<file path="src/rtl/hazard_ctrl.sv">
// rtl/hazard_ctrl.sv - load-use / branch / D-cache-miss pipeline hazard controller
// Optional perf counters guarded by HAZARD_CTRL_PERF_CNT_EN.
module hazard_ctrl (
    input  logic        clk_i,
    input  logic        rst_i,
    input  logic        IDEX_MemRead_i,
    input  logic [4:0]  IDEX_rd_addr_i,
    input  logic [4:0]  IFID_rs1_addr_i,
    input  logic [4:0]  IFID_rs2_addr_i,
    input  logic        branch_taken_i,
    input  logic        mem_req_i,
    input  logic        mem_hit_i,
    input  logic        mem_ack_i,
    output logic        pc_write_o,
    output logic        ifid_write_o,
    output logic        ifid_flush_o,
    output logic        idex_bubble_o,
    output logic        mem_stall_o,
`ifdef HAZARD_CTRL_PERF_CNT_EN
    output logic [15:0] memstall_cnt_o,
    output logic [15:0] bubble_cnt_o,
`endif
    output logic        dmem_req_o
);

    typedef enum logic {ST_RUN, ST_MISS} state_t;

    state_t r_state;
    logic   w_miss_start;
    logic   w_mem_stall;
    logic   w_hazard;

    // Everything is gated by rst_i so outputs are all-zero while reset is held.
    assign w_miss_start = ~rst_i & (r_state == ST_RUN) & mem_req_i & ~mem_hit_i;
    assign w_mem_stall  = ~rst_i & (w_miss_start | ((r_state == ST_MISS) & ~mem_ack_i));
    assign w_hazard     = IDEX_MemRead_i & (IDEX_rd_addr_i != 5'd0) &
                          ((IDEX_rd_addr_i == IFID_rs1_addr_i) |
                           (IDEX_rd_addr_i == IFID_rs2_addr_i));

    always_ff @(posedge clk_i) begin
        if (rst_i) begin
            r_state <= ST_RUN;
        end else begin
            case (r_state)
                ST_RUN:  if (w_miss_start) r_state <= ST_MISS;
                ST_MISS: if (mem_ack_i)    r_state <= ST_RUN;
                default:                   r_state <= ST_RUN;
            endcase
        end
    end

    always_comb begin
        pc_write_o    = 1'b0;
        ifid_write_o  = 1'b0;
        ifid_flush_o  = 1'b0;
        idex_bubble_o = 1'b0;
        mem_stall_o   = w_mem_stall;
        dmem_req_o    = w_miss_start;
        if (rst_i || w_mem_stall) begin
            pc_write_o   = 1'b0;
        end else if (w_hazard) begin
            idex_bubble_o = 1'b1;
        end else if (branch_taken_i) begin
            pc_write_o   = 1'b1;
            ifid_write_o = 1'b1;
            ifid_flush_o = 1'b1;
        end else begin
            pc_write_o   = 1'b1;
            ifid_write_o = 1'b1;
        end
    end

`ifdef HAZARD_CTRL_PERF_CNT_EN
    logic [15:0] r_memstall_cnt;
    logic [15:0] r_bubble_cnt;

    always_ff @(posedge clk_i) begin
        if (rst_i) begin
            r_memstall_cnt <= 16'd0;
            r_bubble_cnt   <= 16'd0;
        end else begin
            if (mem_stall_o && (r_memstall_cnt != 16'hFFFF))
                r_memstall_cnt <= r_memstall_cnt + 16'd1;
            if (idex_bubble_o && (r_bubble_cnt != 16'hFFFF))
                r_bubble_cnt <= r_bubble_cnt + 16'd1;
        end
    end

    assign memstall_cnt_o = r_memstall_cnt;
    assign bubble_cnt_o   = r_bubble_cnt;
`else
    // Counters absent in this build.
`endif

endmodule
</file>
<file path="config.mk">
export PLATFORM = sky130hd
export DESIGN_NAME = hazard_ctrl
export DESIGN_NICKNAME = d
export VERILOG_FILES = /design/src/rtl/hazard_ctrl.sv
export SDC_FILE = /design/constraint.sdc
export NUM_CORES = 1
export LEC_CHECK = 0
export ABC_AREA = 1
export CAP_MARGIN = 0
export CORE_AREA = 4 4 41 43
export DETAILED_ROUTE_END_ITERATION = 12
export DIE_AREA = 0 0 45 47
export GPL_ROUTABILITY_DRIVEN = 1
export PLACE_DENSITY = 0.75
export SLEW_MARGIN = 40
export SYNTH_ARGS = -nofsm -noshare
export SYNTH_HDL_FRONTEND = slang
export SYNTH_SLANG_ARGS = --single-unit
</file>
<file path="constraint.sdc">
create_clock -name clk_i -period 1.4 [get_ports clk_i]
set_input_delay 0.14 -clock clk_i [delete_from_list [all_inputs] [get_ports clk_i]]
set_output_delay 0.14 -clock clk_i [all_outputs]
set_load 0.005 [all_outputs]
</file>
==> Yosys cells after proc, flatten, opt, wreduce, memory -nomap -nowiden <==
Index checks and enable logic that the tools add are counted.
{ "word_totals": {"out_inout_bits": 6, "ram_bits": 0, "word_cells": 28, "register_bits": 1, "in_bits": 22, "mem_bits_ro": 0, "latchBits": 0, "mem_count": 0} }
{ "op_classes": {"n_addsub": 0, "n_reduce_logical": 2, "order_cmp": 0, "n_eq_ne": 2, "mux": 10, "n_shift": 0, "n_mul": 0, "bitwise_logic": 13, "div_mod_pow": 0} }
{ "ops": {"columns": ["operator", "n"], "rows": [
  ["5-bit equality test", 2],
  ["1-bit 2-to-1 mux", 9],
  ["1-bit AND", 7],
  ["5-bit nonzero test", 1],
  ["1-bit NOT", 4],
  ["1-bit bitwise OR", 2],
  ["1-bit case mux with 2 select lines", 1],
  ["1-bit logical OR", 1]
]} }

==> Longest topological paths before layout <==
{ "logic_depth": {"word_depth": 8, "depth_mapped": 9, "ltp_nobuf": 9} }

==> Worst setup path after synthesis <==
Ideal clock, no wire load.
{ "synth_timing": {"kind": "register to output", "from": "register r_state", "to": "output port pc_write_o", "stages_incl_launch_ff": 8, "setup_slack_ns": 0.286, "n_path_buf": 1, "arrival_ns": 0.974, "required_ns": 1.260, "cell_sequence": "dfxtp_1 nor2_1 nand3_1 nand2_1 nor2_1 inv_1 a21oi_1 buf_4"} }
{ "synth_between": {"elab_chain_len": 8, "word_cells_on_any_way": 9, "classes_between": "mux (1); bitwise (7); reduce/logical (1)"} }
{ "synth_rtl": {"columns": ["item", "line", "rtl"], "rows": [
  ["start: declaration", "28", "state_t r_state;"],
  ["start signal: assignment", "42", "r_state <= ST_RUN;"],
  ["start signal: assignment", "45", "ST_RUN: if (w_miss_start) r_state <= ST_MISS;"],
  ["start signal: assignment", "46", "ST_MISS: if (mem_ack_i) r_state <= ST_RUN;"],
  ["1-bit NOT", null, null],
  ["1-bit AND (3 in series)", "34", "assign w_miss_start = ~rst_i & (r_state == ST_RUN) & mem_req_i & ~mem_hit_i;"],
  ["1-bit bitwise OR (*)", "35", "assign w_mem_stall = ~rst_i & (w_miss_start | ((r_state == ST_MISS) & ~mem_ack_i));"],
  ["1-bit AND (*)", "35", null],
  ["1-bit logical OR (*)", "59", "if (rst_i || w_mem_stall) begin"],
  ["1-bit 2-to-1 mux (*)", null, null],
  ["end: declaration", "14", "output logic pc_write_o,"]
]} }
Mark *: on every way between the ends. The rest lies on a longest branch, timed or not.

==> Worst setup path in the final report <==
{ "layout_timing": {"from": "input port mem_req_i", "to": "output port mem_stall_o"} }
{ "layout_between": {"elab_chain_len": 4} }
{ "layout_rtl": {"columns": ["item", "line", "rtl"], "rows": [
  ["start: declaration", "11", "input logic mem_req_i,"],
  ["1-bit AND (2 in series)", "34", null],
  ["1-bit bitwise OR", "35", null],
  ["1-bit AND", "35", null],
  ["end: declaration", "18", "output logic mem_stall_o,"]
]} }
No other way between the ends.

==> results_dict.tcl <==
set metrics [dict create \
    status "finished clean" \
    areaGrowthSynthToFinish_pct 85.94 \
    grtUsageTotal 0.08274 \
    synth_cell_type_count 14 \
    route.vias.total 453 \
    gp_congestion 0.6907 \
    power.total_uw 169.7 \
    via_per_inst 4.081 \
    synthesis.nets 89 \
    crit_family "buffers and inverters" \
    top_layer_used "met3" \
    syn_avg_cell_area_um2 4.781 \
    peakVddDrop_mv 0.1460 \
    dp_hpwl_um 818.1 \
    fp.dieArea_um2 2115 \
    critPathMaxFanout 3 \
    path_buf_inv 3 \
    cp.required_ns 1.26 \
    antenna_found_initial 0 \
    dieHeight_um 47 \
    path_cells "clkdlybuf4s50_1 -> nand3_2 -> buf_4 -> a21oi_1 -> dlygate4sd2_1" \
    reg_top3 "r_state (1)" \
    core.rowCount 13 \
    fin_crit_ns 1.331 \
    final_net_count 120 \
    clkSlewWorstSetupHoldPaths_ns 0 \
    drtAntennaViolNets 0 \
    ios 28 \
    grt_pass1_vias 368 \
    ys_ff_latch 1 \
    met1Wirelength_um 393 \
    finalSetupTns_ns 0 \
    finClkSkew_ns 0 \
    final_cell_count_no_fill 111 \
    drv_slew 0 \
    route.detailed.drc 0 \
    regMostFlops "r_state" \
    crit_arrival_ns 1.19 \
    setup_violations 0 \
    worstMarginPinSlew_ns 0.1625 \
    hold_buffers 0 \
    grt_max_degree 5 \
    hold_viol_final 0 \
    final_core_util 0.4577 \
    initial_core_util 0.2462 \
    power_density_nw_per_um2 285.0 \
    drive_above_1_share 0.2813 \
    endpoint_kind "primary output" \
    hp-class "input pin to register" \
    period_share 0.9509 \
    nFillCells 156 \
    drtIter0Drc 4 \
    grt_overflow 0 \
    clk_latency_ns 0 \
    diodes 0 \
    totalWireLength_um 915 \
    core_um2 1301 \
    path_class "input pin to primary output" \
    largest_reg_flops 1 \
    wl_met3_um 109 \
    routed-wl-met2_um 412 \
    design_area_um2 595.6 \
    dieWidth_um 45 \
    worst_slack_ns 0.06878 \
    dp_cells 111 \
    wl_per_cell_um 8.243 \
    cp_slowest_cell "clkdlybuf4s50_1" \
    drtPass1Iterations 4 \
    portBuffers 27 \
    syn_inst 67 \
    fmax_mhz 751.2 \
    critPathLaunchType "input pin" \
    worst_hold_slack_ns 0.5673 \
    preCtsSetupSlack_ns -0.4987 \
    synth_seq_area_share 0.06250 \
    yosys_warnings 0 \
    placed_area_um2 624.3 \
    grt_pass1_wl_um 1400 \
    netlist_area_um2 320.3 \
    relSlewSlack 0.8909 \
    drv_cap 0 \
    p_leak_nw 0.3705 \
    slowest_delay_ns 0.47 \
]
==> worst min-delay path: cells and delay by family <==
family          cells  cell delay (ns)
buf+inv             2             0.33
compound gates      1             0.04
==> final timing paths <==
kind / slack [ns] / startpoint / depth (start not counted) / end
min reg2reg: 0.57 / r_state$_SDFF_PP0_ / 3 / r_state$_SDFF_PP0_
max: 0.07 / mem_req_i / 5 / mem_stall_o
max reg2reg: 0.56 / r_state$_SDFF_PP0_ / 4 / r_state$_SDFF_PP0_
min: 0.57 / rst_i / 3 / r_state$_SDFF_PP0_
==> repair_timing <==
action / CTS / global route
gates resized for setup: 35 / 4
pin swaps: 10 / 1
buffers inserted: 0 / 0
setup endpoints to repair: 6 / 5
==> layer usage <==
metal / vias to the layer above / global-route usage
li1: 253 / -
met1: 184 / 0.1196
met2: 16 / 0.1412
met3: 0 / 0.007663
met4: 0 / 0
met5: - / 0
==> area by class of cell <==
| type | instances | area (um2) | area share |
|---|---|---|---|
| Timing Repair Buffer | 30 | 250.2 | 0.4202 |
| Multi-Input combinational cell | 47 | 239.0 | 0.4013 |
| Tap cell | 15 | 18.77 | 0.03151 |
| Inverter | 18 | 67.56 | 0.1134 |
| Sequential cell | 1 | 20.02 | 0.03361 |
==> Yosys cell counts <==
cell type / number / area, um2
a21oi_1: 3 / 15.01
nand3_2: 1 / 10.01
inv_1: 14 / 52.55
buf_4: 1 / 7.510
o21ai_0: 1 / 5.000
nor2_1: 6 / 22.52
inv_2: 4 / 15.01
nand2_1: 22 / 82.58
nor2_2: 4 / 25.02
nand4_1: 1 / 6.260
xnor2_1: 2 / 17.52
nand3_1: 2 / 10.01
dfxtp_1: 1 / 20.02
nand2_2: 5 / 31.28
==> layout by cell type (no fill, tap or decap), types with 3 or more instances in the layout <==
master           count
buf_2                3
buf_4                3
clkdlybuf4s50_1      5
dlygate4sd2_1       18
inv_1               12
inv_2                6
nand2_1             21
nand2_2              6
nor2_1               5
nor2_2               5
==> cell families (layout without fill, tap and decap cells) <==
| logic type | count (synthesis) | count (layout) | synth area share |
|---|---|---|---|
| simple gates | 41 | 41 | 0.5859 |
| buf+inv | 19 | 48 | 0.2344 |
| compound gates | 4 | 4 | 0.06247 |
| xor+xnor | 2 | 2 | 0.05470 |
| flops | 1 | 1 | 0.06250 |
==> where the power goes <==
part | internal [mW] | switching (mW)
combinational | 0.0741 | 0.0647
sequential | 0.0302 | 0.000714
clock | 0 | 0
total | 0.104 | 0.0655
No activity file was read; power rests on OpenSTA's default activity.
